[src/rtl/uart_pkg.sv]
// -----------------------------------------------------------------------------
// uart_pkg
//   Shared types and constants for the 8N1 UART receiver.
//   - uart_rx_state_t : receiver FSM states
//   - DATA_BITS       : payload bits per frame
// Optional feature macro used by the files that import this package:
//   UART_RX_FRAME_ERR_EN
// -----------------------------------------------------------------------------
`timescale 1ns/1ps

package uart_pkg;

    localparam int DATA_BITS = 8;

    typedef enum logic [2:0] {
        IDLE,
        START,
        DATA,
        STOP,
        DONE
    } uart_rx_state_t;

endpackage : uart_pkg

[src/rtl/uart_receiver_if.sv]
// -----------------------------------------------------------------------------
// uart_receiver_if
//   Byte-delivery interface between the UART receiver and its consumer.
//   Signals:
//     rx_byte      [7:0] last received byte, stable between strobes
//     rx_done            one-cycle strobe, rx_byte valid
//     rx_frame_err       one-cycle strobe, stop bit sampled low
//                        (present only with UART_RX_FRAME_ERR_EN)
//   Modports:
//     master : receiver side (drives the signals)
//     slave  : consumer side (observes the signals)
// -----------------------------------------------------------------------------
`timescale 1ns/1ps

interface uart_receiver_if;
    import uart_pkg::*;

    logic [DATA_BITS-1:0] rx_byte;
    logic                 rx_done;
`ifdef UART_RX_FRAME_ERR_EN
    logic                 rx_frame_err;
`endif

`ifdef UART_RX_FRAME_ERR_EN
    modport master (output rx_byte, output rx_done, output rx_frame_err);
    modport slave  (input  rx_byte, input  rx_done, input  rx_frame_err);
`else
    modport master (output rx_byte, output rx_done);
    modport slave  (input  rx_byte, input  rx_done);
`endif

endinterface : uart_receiver_if

[src/rtl/uart_receiver_sync_2ff.sv]
// -----------------------------------------------------------------------------
// sync_2ff
//   Two-flop synchronizer for a single asynchronous input bit.
//   Ports:
//     clk    in  system clock
//     rst_n  in  asynchronous active-low reset (flops load RESET_VAL)
//     d      in  asynchronous input
//     q      out synchronized output, two clk cycles of latency
//   Parameters:
//     RESET_VAL  value both flops take in reset (idle level of the input)
// -----------------------------------------------------------------------------
`timescale 1ns/1ps

module sync_2ff #(
    parameter logic RESET_VAL = 1'b1
) (
    input  logic clk,
    input  logic rst_n,
    input  logic d,
    output logic q
);

    logic meta_q, meta_d;
    logic sync_q, sync_d;

    always_comb begin
        meta_d = d;
        sync_d = meta_q;
    end

    // The first flop may go metastable; only the second flop is consumed.
    always_ff @(posedge clk or negedge rst_n) begin
        if (!rst_n) begin
            meta_q <= RESET_VAL;
            sync_q <= RESET_VAL;
        end else begin
            // NOTE: non-blocking assignments here, so both flops sample the
            // pre-edge values and the chain really is two stages deep.
            meta_q <= meta_d;
            sync_q <= sync_d;
        end
    end

    assign q = sync_q;

endmodule : sync_2ff

[src/rtl/uart_receiver.sv]
// -----------------------------------------------------------------------------
// uart_receiver
//   8N1 asynchronous serial receiver (1 start, 8 data LSB first, 1 stop).
//   rx_serial is synchronized, the start edge is qualified at the centre of
//   the start bit, and each data bit is then sampled at its centre. The byte
//   is delivered once the stop bit has fully elapsed on the line.
//   Ports:
//     clk        in  system clock, rising edge
//     rst_n      in  asynchronous active-low reset
//     rx_serial  in  serial line, idle high, asynchronous to clk
//     rx_if      uart_receiver_if.master: rx_byte, rx_done (and rx_frame_err)
//   Parameters:
//     CLKS_PER_BIT  clk cycles per bit, >= 4
//   Optional feature:
//     UART_RX_FRAME_ERR_EN  when defined, a stop bit sampled low pulses
//                           rx_frame_err instead of rx_done and rx_byte holds.
// -----------------------------------------------------------------------------
`timescale 1ns/1ps

module uart_receiver
    import uart_pkg::*;
#(
    parameter int CLKS_PER_BIT = 10417
) (
    input  logic            clk,
    input  logic            rst_n,
    input  logic            rx_serial,
    uart_receiver_if.master rx_if
);

    localparam int CNT_W = (CLKS_PER_BIT > 1) ? $clog2(CLKS_PER_BIT) : 1;

    localparam logic [CNT_W-1:0] CNT_BIT_END   = CNT_W'(CLKS_PER_BIT - 1);
    localparam logic [CNT_W-1:0] CNT_HALF      = CNT_W'((CLKS_PER_BIT - 1) / 2);
    localparam logic [CNT_W-1:0] CNT_STOP_TAIL = CNT_W'(CLKS_PER_BIT / 2 - 1);
    localparam logic [2:0]       LAST_IDX      = 3'(DATA_BITS - 1);

    logic rx_sync;

    sync_2ff #(
        .RESET_VAL (1'b1)
    ) u_sync (
        .clk   (clk),
        .rst_n (rst_n),
        .d     (rx_serial),
        .q     (rx_sync)
    );

    uart_rx_state_t       state_q,     state_d;
    logic [CNT_W-1:0]     cnt_q,       cnt_d;
    logic [2:0]           bit_idx_q,   bit_idx_d;
    logic [DATA_BITS-1:0] shift_q,     shift_d;
    logic                 stop_seen_q, stop_seen_d;
    logic [DATA_BITS-1:0] rx_byte_q,   rx_byte_d;
    logic                 rx_done_q,   rx_done_d;
`ifdef UART_RX_FRAME_ERR_EN
    logic                 stop_bit_q,  stop_bit_d;
    logic                 frame_err_q, frame_err_d;
`endif

    always_comb begin
        // NOTE: every _d gets a default before the case so no path leaves a
        // variable unassigned, which would otherwise infer a latch.
        state_d     = state_q;
        cnt_d       = cnt_q;
        bit_idx_d   = bit_idx_q;
        shift_d     = shift_q;
        stop_seen_d = stop_seen_q;
        rx_byte_d   = rx_byte_q;
        rx_done_d   = 1'b0;
`ifdef UART_RX_FRAME_ERR_EN
        stop_bit_d  = stop_bit_q;
        frame_err_d = 1'b0;
`endif

        unique case (state_q)
            IDLE: begin
                cnt_d       = '0;
                bit_idx_d   = '0;
                stop_seen_d = 1'b0;
                if (!rx_sync) state_d = START;
            end

            // Re-check the line at mid start bit to reject short glitches.
            START: begin
                if (cnt_q == CNT_HALF) begin
                    cnt_d   = '0;
                    state_d = rx_sync ? IDLE : DATA;
                end else begin
                    cnt_d = cnt_q + CNT_W'(1);
                end
            end

            // Counter is now phase-aligned to bit centres.
            DATA: begin
                if (cnt_q == CNT_BIT_END) begin
                    cnt_d              = '0;
                    shift_d[bit_idx_q] = rx_sync;
                    if (bit_idx_q == LAST_IDX) state_d   = STOP;
                    else                       bit_idx_d = bit_idx_q + 3'd1;
                end else begin
                    cnt_d = cnt_q + CNT_W'(1);
                end
            end

            // Two phases: reach the stop-bit centre, then run out the second
            // half of the stop bit so delivery follows the end of the frame.
            STOP: begin
                if (!stop_seen_q) begin
                    if (cnt_q == CNT_BIT_END) begin
                        cnt_d       = '0;
                        stop_seen_d = 1'b1;
`ifdef UART_RX_FRAME_ERR_EN
                        stop_bit_d  = rx_sync;
`endif
                    end else begin
                        cnt_d = cnt_q + CNT_W'(1);
                    end
                end else if (cnt_q == CNT_STOP_TAIL) begin
                    cnt_d   = '0;
                    state_d = DONE;
`ifdef UART_RX_FRAME_ERR_EN
                    if (!stop_bit_q) begin
                        frame_err_d = 1'b1;
                    end else begin
                        rx_done_d = 1'b1;
                        rx_byte_d = shift_q;
                    end
`else
                    rx_done_d = 1'b1;
                    rx_byte_d = shift_q;
`endif
                end else begin
                    cnt_d = cnt_q + CNT_W'(1);
                end
            end

            // Strobes are registered on entry, so they are high for exactly
            // this one cycle with rx_byte already updated.
            DONE: begin
                state_d = IDLE;
            end

            default: begin
                state_d = IDLE;
            end
        endcase
    end

    always_ff @(posedge clk or negedge rst_n) begin
        if (!rst_n) begin
            state_q     <= IDLE;
            cnt_q       <= '0;
            bit_idx_q   <= '0;
            shift_q     <= '0;
            stop_seen_q <= 1'b0;
            rx_byte_q   <= '0;
            rx_done_q   <= 1'b0;
`ifdef UART_RX_FRAME_ERR_EN
            stop_bit_q  <= 1'b1;
            frame_err_q <= 1'b0;
`endif
        end else begin
            state_q     <= state_d;
            cnt_q       <= cnt_d;
            bit_idx_q   <= bit_idx_d;
            shift_q     <= shift_d;
            stop_seen_q <= stop_seen_d;
            rx_byte_q   <= rx_byte_d;
            rx_done_q   <= rx_done_d;
`ifdef UART_RX_FRAME_ERR_EN
            stop_bit_q  <= stop_bit_d;
            frame_err_q <= frame_err_d;
`endif
        end
    end

    assign rx_if.rx_byte      = rx_byte_q;
    assign rx_if.rx_done      = rx_done_q;
`ifdef UART_RX_FRAME_ERR_EN
    assign rx_if.rx_frame_err = frame_err_q;
`endif

endmodule : uart_receiver

[src/flat_wrapper.sv]
// flat-port wrapper written by rule: the top's interface ports become plain ports
module uart_receiver_flat import uart_pkg::*;
#(
    parameter int CLKS_PER_BIT = 10417
)
  (clk, rst_n, rx_serial, rx_if_rx_byte, rx_if_rx_done);
  uart_receiver_if rx_if_i ();
  input  logic clk;
  input  logic rst_n;
  input  logic rx_serial;
  output wire logic [$bits(rx_if_i.rx_byte)-1:0] rx_if_rx_byte;
  output wire logic [$bits(rx_if_i.rx_done)-1:0] rx_if_rx_done;
  assign rx_if_rx_byte = rx_if_i.rx_byte;
  assign rx_if_rx_done = rx_if_i.rx_done;
  uart_receiver #(.CLKS_PER_BIT(CLKS_PER_BIT)) u_core (.clk(clk), .rst_n(rst_n), .rx_serial(rx_serial), .rx_if(rx_if_i));
endmodule
[config.mk]
export PLATFORM = sky130hd
export DESIGN_NAME = uart_receiver_flat
export DESIGN_NICKNAME = d
export VERILOG_FILES = /design/src/rtl/uart_pkg.sv /design/src/rtl/uart_receiver_if.sv /design/src/rtl/uart_receiver_sync_2ff.sv /design/src/rtl/uart_receiver.sv /design/src/flat_wrapper.sv
export SDC_FILE = /design/constraint.sdc
export NUM_CORES = 1
export LEC_CHECK = 0
export ABC_AREA = 1
export CAP_MARGIN = 40
export CORE_MARGIN = 2
export CORE_UTILIZATION = 55
export CTS_BUF_LIST = sky130_fd_sc_hd__clkbuf_8
export CTS_CLUSTER_DIAMETER = 120
export CTS_CLUSTER_SIZE = 24
export DETAILED_ROUTE_END_ITERATION = 10
export PLACE_DENSITY = 0.74
export SLEW_MARGIN = 20
export SYNTH_ARGS = -nofsm -noshare
export SYNTH_HDL_FRONTEND = slang
export SYNTH_SLANG_ARGS = --single-unit
[constraint.sdc]
create_clock -name clk -period 1.8 [get_ports clk]
set_clock_uncertainty 0.1 [all_clocks]
set_input_delay 0.36 -clock clk [delete_from_list [all_inputs] [get_ports clk]]
set_output_delay 0.36 -clock clk [all_outputs]
set_load 0.005 [all_outputs]
Word-level counts from Yosys, hierarchy flattened
Index checks and enable logic that the tools add are counted.
- flip-flop bits (word level): 40
- bits in latches: 0
- RAM bits: 0
- bits in read-only memories: 0
- logic and storage cells: 61
- memories kept: 0
- add/subtract/negate cells: 2
- multiply operators: 0
- divide/modulo/power cells: 0
- magnitude comparators: 2
- equality and inequality tests: 14
- shift-type cells: 0
- multiplexer cells: 25
- bitwise operators: 0
- reductions and logical operators: 9
- operators by type and width (operator ; number):
    two-way mux 14 bit ; 4
    one-hot mux 14 bit (4 select lines) ; 1
    == test 14 x 13 -> 1 bit (second input constant) ; 2
    two-way mux 3 bit ; 8
    adder 14 x 1 -> 14 bit (second input constant) ; 1
    == test 14 bit (second input constant) ; 1
    one-hot mux 3 bit (4 select lines) ; 1
    inequality test 2 x 1 -> 1 bit (second input constant) ; 5
    bitwise mux 8 bit ; 1
    == test 3 x 2 -> 1 bit (second input constant) ; 2
    two-way mux 1 bit ; 6
    one-hot mux 3 bit (2 select lines) ; 1
    AND reduction 3 bit ; 2
    AND reduction 6 bit ; 1
    less-than comparator 3 x 4 -> 1 bit (second input constant) ; 1
    inequality test 2 bit (second input constant) ; 2
    nonzero test 2 bit ; 2
    nonzero test 4 bit ; 1
    adder 3 x 1 -> 3 bit (second input constant) ; 1
    demux 1 bit (select 3 bit) ; 1
    == test 3 x 1 -> 1 bit (second input constant) ; 1
    == test 3 bit (second input constant) ; 1
    >= comparator 3 x 1 -> 1 bit (second input constant) ; 1
    logical NOT 3 bit ; 1
    other kinds (4) ; 4

Logic depth before layout (Yosys ltp)
- depth in word-level cells: 5
- gate-level depth with buffers: 14
- depth with buffers taken out: 13

By module
A second synthesis with hierarchy kept.
- cells, all modules: 307
- area total of the unflattened synthesis: 2401.1 um^2
- modules (own cells, without submodules) (module ; instances ; cells each ; area an instance (um^2) ; sequential area each (um^2)):
    uart_receiver ; 1 ; 305 ; 2348.5 ; 950.9
    sync_2ff ; 1 ; 2 ; 52.6 ; 52.6

Worst setup path before layout
Ideal clock, no wire load.
- path type: register -> register
- start: reg u_core.cnt_q[0]
- end: reg u_core.cnt_q[6]
- library setup time: 0.116 ns
- arrival time: 1.421 ns
- slack: 0.163 ns
- stages on the path, launching flop included: 15
- path buffers: 1
- period minus slack after synthesis: 1.637 ns
- cells stage by stage: dfrtp_1 inv_1 ha_1 nand2_1 inv_1 nand2_2 nor2_4 nand2_4 nand2_2 nand2_2 inv_4 nand2_4 buf_6 nand2_1 nand2_1
- longest elaborated chain between the ends: 4
- elaborated cells between the ends (all ways): 9
- those cells by class: 1 x add/sub; 3 x eq/ne; 5 x mux
- RTL lines (item ; RTL line ; text):
    from (decl) ; uart_receiver.sv:50 ; logic [CNT_W-1:0] cnt_q, cnt_d;
    from (signal assigned) ; uart_receiver.sv:165 ; cnt_q <= cnt_d;
    adder 14 x 1 -> 14 bit, or another cell as far along ; - ;
    two-way mux 14 bit, on equally long branches ; uart_receiver.sv:96, uart_receiver.sv:110, uart_receiver.sv:119 ;
    two-way mux 14 bit ; uart_receiver.sv:109 ; if (!stop_seen_q) begin
    one-hot mux 14 bit (4 select lines) * ; uart_receiver.sv:76 ; unique case (state_q)
Every way passes the cells marked *; elsewhere a longest branch is shown, timed or not.
A chain may end at the register's enable or synchronous reset.

Final worst setup path
- start: reg u_core.cnt_q[1]
- end: reg u_core.shift_q[0]
- longest elaborated chain between the ends: 2
- RTL lines (item ; RTL line ; text):
    == test 14 bit ; uart_receiver.sv:96 ; if (cnt_q == CNT_BIT_END) begin
    AND reduction 2 bit (no line) ; - ;
    to (signal assigned) ; uart_receiver.sv:167 ; shift_q <= shift_d;
    to (decl) ; uart_receiver.sv:52 ; logic [DATA_BITS-1:0] shift_q, shift_d;
No other way between the ends.

==> results by group <==
Run status
  • Status: complete, no violations

Power and ir drop
  • Tot Pwr: roughly 1.7 mW
  • Static Leak: ~1.3 nW
  • Pwr/cell area: between 600 and 700 nW/µm²
  • Worst vdd ir: around 0.52 mV

Layout
  • Most common cell after layout, fill and taps aside: nand2_1
  • Area of the multi-input gates: 1070 µm²
  • Layout cell share with drive strength beyond 1: between 10 and 15%
  • Seq. cell area: 1000 µm²
  • Ant. Diodes: 0
  • Fin nets: 344
  • Commonest cells after routing, fill and taps aside: nand2_1 (105), inv_1 (43), dfrtp_1 (37)
  • Final core utilization: 65.9%
  • Synth-to-Final Area Change: 16.4%
  • Fillers: 349

CTS
  • CTS buffer count: 5
  • Clock Latency Late Sink: ~0.3 ns
  • CTS tree: built
  • H-tree depth: 2
  • Clk pin slew, worst setup/hold paths: 0.08 ns
  • CTS sink count: 40
  • CTS max path bufs: 2
  • Clk root buf: clkbuf_8

Yosys
  • Dominant cell type by area after synthesis: dfrtp_1
  • Flops & latches, synth: 40
  • Yosys warns: 0
  • Syn nets: between 300 and 400
  • Top post-synthesis cells by area: dfrtp_1 (42%), nand2_1 (18%), inv_1 (7.3%)
  • Sequential area share after synthesis: between 40% and 50%
  • Mapped Area: roughly 2200 µm²
  • Cells after Synth: 314
  • Yosys cell types: 29
  • Synth top area share: between 40% and 50%
  • Syn avg cell area: 7.16 µm²

Place
  • Port-buffer cells: 11
  • Gpl congestion: 0.923
  • Pre-CTS WS: roughly 0.086 ns
  • Post-DP HPWL: ~3.2 mm

Route
  • Drt wl/cell: 12.2 µm
  • Top sig layer: met4
  • Antenna Nets Post-Route: 0
  • Total vias in the final route: a little under 2000
  • Wire length on met3: about 300 µm
  • WL met2: around 2.1 mm
  • M1 wire length: 2.32 mm
  • Drt first pass iters: 5
  • Vias/cell: between 5 and 6
  • Routed WL: between 4 and 5 mm
  • Drt initial violations: 182
  • # DRC: 0

Flow run
  • Max Cap Violations: 0

Setup path
  • Crit-path cells: inv_1, ha_4, nand2_1, inv_1, nand2_2, nor2_4, buf_4, nand2_2, o21ai_0, o31ai_1, inv_1
  • Critical Path RT: a little under 2 ns
  • CP bufs+invs: 4
  • Worst Setup End Kind: register
  • Crit Path Class: register to register
  • Critical Path Slowest Stage Cell: dfrtp_1
  • CP Launch Point: u_core.cnt_q[1]
  • Startpoint Class: register
  • CP dominant cell by count: inv_1
  • Crit path DAT: about 1.9 ns
  • RR Startpoint: u_core.cnt_q[1]
  • Slowest stage delay, CP: 0.42 ns
  • CP delay by family, top: flip-flops
  • Critical-path maximum fanout: 5

STA
  • Part of the cycle the worst path needs: a little over nine tenths
  • Setup TNS Final: 0 ns
  • F_max: between 500 and 600 MHz
  • Tightest Pin Transition: about 0.32 ns
  • Max-slew violation count: 0
  • Rel. slew slack: between 70% and 80%
  • Fin worst setup slack: roughly 0.033 ns
  • Final Hold Fails: 0
  • Endpoints failing setup: 0
  • Min Clock Period, post-route: 1.77 ns

Global routing
  • Largest net degree at the start of global routing: 41
  • Initial antenna violation count: 0
  • Vias in the first global route: between 1500 and 2000
  • Total grt overflow: 0
  • First-pass GRT wire length: ~7.7 mm
  • Total track usage: 22.2%

Floorplanning
  • I/O pins: 12
  • Initial core utilization: 56.6%
  • Die ar.: about 4600 µm²
  • Die height: slightly below 70 µm
  • # rows: 23
  • Core area: 3970 µm²
  • Die X: 68.0 µm

Hold path
  • Hold Startpoint: u_core.u_sync.meta_q
  • Hold/Removal Path Class: register to register
worst reg2reg max path: stages (launching register included):
cell and delay (ns):
dfrtp_1 0.42, inv_1 0.12, ha_4 0.14, nand2_1 0.05
inv_1 0.06, nand2_2 0.06, nor2_4 0.15, buf_4 0.14
nand2_2 0.08, o21ai_0 0.18, o31ai_1 0.13, inv_1 0.08
metal layers:
metal | vias up | global-route usage [%]
li1 | 1024 | -
met1 | 897 | 34.1
met2 | 60 | 31.6
met3 | 4 | 4.44
met4 | 0 | 6.00
met5 | - | 0
flip-flops by register name (all words and copies together) (netlist names):
register and flops:
u_core.cnt_q 14, u_core.stop_seen_q 1, u_core.u_sync.q 1, u_core.u_sync.meta_q 1
u_core.rx_if.rx_byte 8, u_core.state_q 3, u_core.rx_if.rx_done 1, u_core.shift_q 8
u_core.bit_idx_q 3
layout make-up:
cell class | instances | share of cell area (%)
Sequential cell | 40 | 38.4
Clock inverter | 3 | 1.82
Multi-Input combinational cell | 223 | 40.9
Inverter | 48 | 6.98
Timing Repair Buffer | 19 | 6.88
Clock buffer | 5 | 2.63
Tap cell | 50 | 2.39
cell usage after synthesis (all sizes together):
| library cell | n |
|---|---|
| xor2 | 1 |
| nor3 | 11 |
| o22ai | 3 |
| dfstp | 2 |
| inv | 47 |
| nand4 | 3 |
| o31ai | 3 |
| nand3 | 17 |
| buf | 3 |
| nand2 | 112 |
| clkinv | 1 |
| clkbuf | 1 |
| xnor2 | 1 |
| a21oi | 8 |
| o21ai | 17 |
| dfrtp | 38 |
| ha | 4 |
| nor2 | 42 |
stage by stage:
step	instance area (µm²)	hold WS, ns	std cells
2_1_floorplan	2250	-0.0356	314
3_3_place_gp	2440	0.243	376
3_5_place_dp	2440	0.244	376
4_1_cts	2570	0.260	385
5_1_grt	2620	0.262	388
6_report	2620	0.259	388
final timing paths:
check	depth (start not counted)	slack, ns	end
min reg2reg	0	0.26	u_core.u_sync.q
max in group asynchronous	3	0.90	u_core.u_sync.q
min	0	0.26	u_core.u_sync.q
max reg2reg	11	0.03	u_core.shift_q[0]
max	11	0.03	u_core.shift_q[0]
min in group asynchronous	3	0.45	u_core.cnt_q[11]
report_power, final:
part	leakage [nW]	switching, mW	internal, mW
combinational	0.725	0.0198	0.00918
sequential	0.535	0.00214	0.902
clock	0.0583	0.349	0.418
kinds of logic (layout without fill, tap and decap cells):
family          count (synthesis)  count (layout)  share of synthesized area (%)
xor+xnor                        2               2                          0.779
simple gates                  185             186                           35.4
buf+inv                        52              75                           9.23
flops                          40              40                           44.6
compound gates                 31              31                           7.73
fa+ha+maj                       4               4                           2.22
what timing repair did:
item,4_1_cts,5_1_grt
setup buffers,0,2
hold endpoints to repair,38,0
hold buffers,1,0
resized for setup,0,7
setup endpoints to repair,0,15
Note: power is estimated with default switching activity, not from simulation.
==> patch 1: new RTL, config.mk and constraints unchanged <==
`CLKS_PER_BIT` is set to 10417 in 2 places; all go to 2604.
--- a/src/rtl/uart_receiver.sv
+++ b/src/rtl/uart_receiver.sv
@@ -22,3 +22,3 @@
 #(
-    parameter int CLKS_PER_BIT = 10417
+    parameter int CLKS_PER_BIT = 2604
 ) (
--- a/src/flat_wrapper.sv
+++ b/src/flat_wrapper.sv
@@ -3,3 +3,3 @@
 #(
-    parameter int CLKS_PER_BIT = 10417
+    parameter int CLKS_PER_BIT = 2604
 )
Function: no difference found for any inputs over 10 cycles, from zero or initial values and one cycle with rst_n low; that may be too few to reach the edited logic, so the function may still have changed.
==> patch 1 against the unedited design <==
  * Cell count fell by 15%
  * Critical path type unchanged
  * Worst setup slack improved by 70 ps
  * Non-clock buffer count fell by 5
  * Synthesized cell count fell by 18%
  * Via count fell by 13%
  * Wire length fell by 12%
  * Sequential cell count fell by 2
  * Area after synthesis fell by 6.1%
  * Design area fell by 7.6%
  * Sequential share of layout area rose by 1.1 points
  * First-iteration DRC count rose by 1.1%
  * Power fell by 5.3%
  * Largest power group unchanged
==> patch 1: results (changes against the unedited design) <==
yosys:
  synth_seq_area_share_pct: 45.14  # was 44.61%
  synth.net_count: 266  # was 321
  synth_common_cells: "nand2_1, dfrtp_1, inv_1"  # was nand2_1, inv_1, dfrtp_1
  synth_area_leaders: "dfrtp_1, nand2_1, nand3_1, inv_1, nor2_1"  # was dfrtp_1, nand2_1, inv_1, nor2_1, nand3_1
  synth.distinct_cells: 32  # was 29
global_routing:
  use_met3_pct: 5.111  # was 4.441%
  grt_pass1_wl_um: 7086  # was 7652 um
  use_met2_pct: 33.21  # was 31.55%
  grt_pass1_vias: 1575  # was 1,623
  grt_max_degree: 39  # was 41
worst_setup_path:
  r2r_slack_ps: 100  # was 30 ps
  reg2reg_depth: 9  # was 11
  cp_top_family: "simple AND/OR/NAND/NOR gates"  # was flip-flops
  crit_arrival_ps: 1770  # was 1910 ps
  worstReg2RegEnd: "u_core.cnt_q[5]"  # was u_core.shift_q[0]
hold_path:
  hold_path.class: "in2async"  # was reg2reg
route:
  wl_per_cell_um: 12.73  # was 12.23 um
  wl_met2_um: 1855  # was 2077 um
  num_vias: 1722  # was 1,985
  wl_met3_um: 152  # was 295 um
  wl_met1_um: 2094  # was 2321 um
finish:
  final_cells: 328  # was 388
  drive_above_1_share_pct: 18.93  # was 12.72%
  final_cell_area_um2: 2417  # was 2618 um2
  nNetsFinal: 286  # was 344
  fill_cells: 333  # was 349
sta:
  hold_slack_ps: 5.438  # was 259.3 ps
  slew_headroom_pct: 68.16  # was 78.69%
run_status:
  status: "finished clean"  # unchanged
placed_design:
  place_hpwl_um: 2873  # was 3248 um
  dpl_worst_slack_ps: 89.00  # was 86.16 ps
  dp.cells: 319  # was 376
pwr:
  power.leakage_uw: 0.001209  # was 0.001319 uW
==> patch 1: where the power goes <==
part / switching, uW / internal (uW)
combinational: 18.9 / 4.52
sequential: 2.49 / 857
clock: 314 / 412
total: 335 / 1270
==> patch 1: cells by family (layout without fill, tap and decap cells) <==
group                      count (synthesis)  in the layout  share of synthesized area, %
AOI/OAI and AO/OA                         38             39                         11.02
buffers and inverters                     33             53                         6.398
xor gates and xnor gates                   3              3                         1.244
and+or+nand+nor                          143            143                         33.83
adders and majority gates                  4              4                         2.370
DFF                                       38             38                         45.14
==> patch 1: layout make-up <==
type                       count  area share (%)
inverter                      31           4.814
clock buffer                   5           2.847
tap                           48           2.484
clock inverter                 3           1.863
timing repair buffer          14           5.279
multi-input combinational    189           43.22
sequential                    38           39.49
==> patch 1: timing repair <==
item,4_1_cts,5_1_grt
setup endpoints to repair,0,20
hold buffers,0,0
resized for setup,0,4
==> patch 2: new RTL, config.mk and constraints unchanged <==
Without the edit above. `shift_q` and `rx_byte_q` no longer have a reset.
--- a/src/rtl/uart_receiver.sv
+++ b/src/rtl/uart_receiver.sv
@@ -154,5 +154,3 @@
             bit_idx_q   <= '0;
-            shift_q     <= '0;
             stop_seen_q <= 1'b0;
-            rx_byte_q   <= '0;
             rx_done_q   <= 1'b0;
@@ -166,5 +164,3 @@
             bit_idx_q   <= bit_idx_d;
-            shift_q     <= shift_d;
             stop_seen_q <= stop_seen_d;
-            rx_byte_q   <= rx_byte_d;
             rx_done_q   <= rx_done_d;
@@ -175,2 +171,7 @@
         end
+    end
+
+    always_ff @(posedge clk) begin
+        shift_q   <= shift_d;
+        rx_byte_q <= rx_byte_d;
     end
Behaviour: no difference found for any inputs over 10 cycles, from zero or initial values and one cycle with rst_n low; that may be too few to reach the edited logic, so the function may still have changed.
==> patch 2 against the unedited design <==
  * Wire length down 15%
  * Critical path type unchanged
  * Synthesized cell count down 17%
  * Power up 1.2%
  * Worst setup slack better by 45 ps
  * Via count down 14%
  * Highest routed layer unchanged
  * Design area down 2.1%
  * Area after synthesis down 9.0%
  * Sequential cell count unchanged
  * Core utilization up 5.2 points
  * Global-route usage down 1.4 points
  * Largest power group unchanged
  * First-iteration DRC count down 48%
  * Largest cell class is now flip-flops and latches
  * Die area down 8.5%
  * Critical path depth down 2
==> patch 2: results (changes against the unedited design) <==
yosys:
  synth-edff-count: 16  # was 0
  synth_top_cell_area_share_pct: 26.89  # was 42.27%
  syn_inst: 261  # was 314
  synth_seq_area_share_pct: 52.93  # was 44.61%
  synth.net_count: 268  # was 321
  synth.distinct_cells: 24  # was 29
  synth_area_leaders: "dfrtp_1, edfxtp_1, nand2_1, nor2_1, inv_1"  # was dfrtp_1, nand2_1, inv_1, nor2_1, nand3_1
  synthArstFlopShare_pct: 60.00  # was 100.0%
  synth_common_cells: "nand2_1, nor2_1, inv_1"  # was nand2_1, inv_1, dfrtp_1
pwr:
  p_int_uw: 1372  # was 1329 uW
  peakVddDrop_mv: 0.5449  # was 0.5243 mV
  power.leakage_uw: 0.001120  # was 0.001319 uW
worst_setup_path:
  crit_arrival_ps: 1640  # was 1910 ps
  regToRegStartpoint: "u_core.cnt_q[0]"  # was u_core.cnt_q[1]
  cp_top_family: "simple AND/OR/NAND/NOR gates"  # was flip-flops
  worstReg2RegEnd: "u_core.rx_if.rx_byte[5]"  # was u_core.shift_q[0]
  reg2reg_depth: 9  # was 11
  cp_max_fo: 8  # was 5
  slowest_delay_ps: 390  # was 420 ps
  r2r_slack_ps: 80  # was 30 ps
route:
  drt_iter0_markers: 95  # was 182
  num_vias: 1710  # was 1,985
  firstDrtPassIters: 4  # was 5
  wl_per_cell_um: 11.82  # was 12.23 um
  totalWireLength_um: 4031  # was 4747 um
placed_design:
  place_hpwl_um: 2765  # was 3248 um
  dp.cells: 331  # was 376
  gp_congestion: 0.8919  # was 0.9230
  dpl_worst_slack_ps: -27.56  # was 86.16 ps
finish:
  largest_register_ffs: 14  # unchanged
  fill_cells: 262  # was 349
  antennaDiodeCount: 0  # unchanged
  drive_above_1_share_pct: 20.48  # was 12.72%
  nNetsFinal: 299  # was 344
global_routing:
  grt_max_degree: 25  # was 41
  grt_usage_pct: 20.82  # was 22.18%
  grt_antenna_before_repair: 0  # unchanged
  grt_pass1_vias: 1548  # was 1,623
  grt_pass1_wl_um: 6699  # was 7652 um
sta:
  worstMarginPinSlew_ps: 345.2  # was 316.9 ps
hold_path:
  hold_depth: 0  # unchanged
run_status:
  status: "finished clean"  # unchanged
clock_tree:
  clockBufferDepth: 2  # unchanged
  path_clk_slew_ps: 80  # about the same
patch 2: kinds of logic (layout without fill, tap and decap cells):
logic type,after synthesis,after routing,synth area share [%]
compound gates,17,17,4.340
xor+xnor,2,2,0.8559
fa+ha+maj,4,4,2.445
buf+inv,38,69,7.518
flops,40,40,52.93
simple gates,160,161,31.91
patch 2: worst max-delay path by stage:
stage / start / cells after the start / slack [ps] / end
floorplan: u_core.state_q[2] / 6 / 50 / u_core.rx_if.rx_byte[0]
global placement: u_core.cnt_q[0] / 6 / 30 / u_core.shift_q[1]
detailed placement: u_core.cnt_q[0] / 6 / -30 / u_core.shift_q[6]
CTS: u_core.cnt_q[0] / 6 / 20 / u_core.shift_q[6]
global route: u_core.cnt_q[1] / 14 / -30 / u_core.cnt_q[11]
finish: u_core.cnt_q[0] / 9 / 80 / u_core.rx_if.rx_byte[5]
patch 2: power by group through the flow:
stage / logic, uW / clock network [uW] / registers [uW]
floorplan: 0.499 / 0 / 970
finish: 16.3 / 752 / 952
global route: 19.3 / 796 / 952
detailed placement: 17.6 / 0 / 971
global placement: 17.1 / 0 / 971
CTS: 17.6 / 760 / 952
patch 2: timing repair:
action / CTS / global route
gates resized for setup: 2 / 34
pin swaps: 0 / 8
gates cloned: 0 / 1
setup endpoints to repair: 11 / 33
buffers inserted: 0 / 1
patch 2: layer usage:
layer | global-route usage (%) | vias to the layer above | share of wire [%] | wire length, um
met5 | 0 | - | 0 | 0
met3 | 3.472 | 10 | 5.4 | 218
li1 | - | 880 | - | -
met2 | 32.86 | 54 | 48 | 1917
met4 | 9.840 | 0 | 2.2 | 88
met1 | 28.06 | 766 | 45 | 1806
patch 2: worst register-to-register path: stages (launching register included):
cell     delay [ps]
dfrtp_1         390
buf_6           130
ha_4            130
nand2_2          60
inv_2            70
nand2_1          60
nor2_2          110
nand2_2          90
nor2_1          120
buf_4           170
patch 2: area by class of cell:
class	instances	area share, %
clock inverter	3	1.806
timing repair buffer	27	9.419
clock buffer	5	2.684
multi-input combinational	184	36.31
sequential	40	42.26
inverter	34	5.173
tap	48	2.343
patch 2: metrics by stage:
step | hold WS (ps) | power (uW) | util [%] | instance area (um2)
after global placement | 245.7 | 988.0 | 63.91 | 2305
after CTS | 264.0 | 1730 | 67.42 | 2431
after floorplan | -35.59 | 970.5 | - | 2047
after global routing | 267.3 | 1768 | 71.10 | 2564
after detailed placement | 252.3 | 988.8 | 63.91 | 2305
final | 261.4 | 1720 | 71.10 | 2564
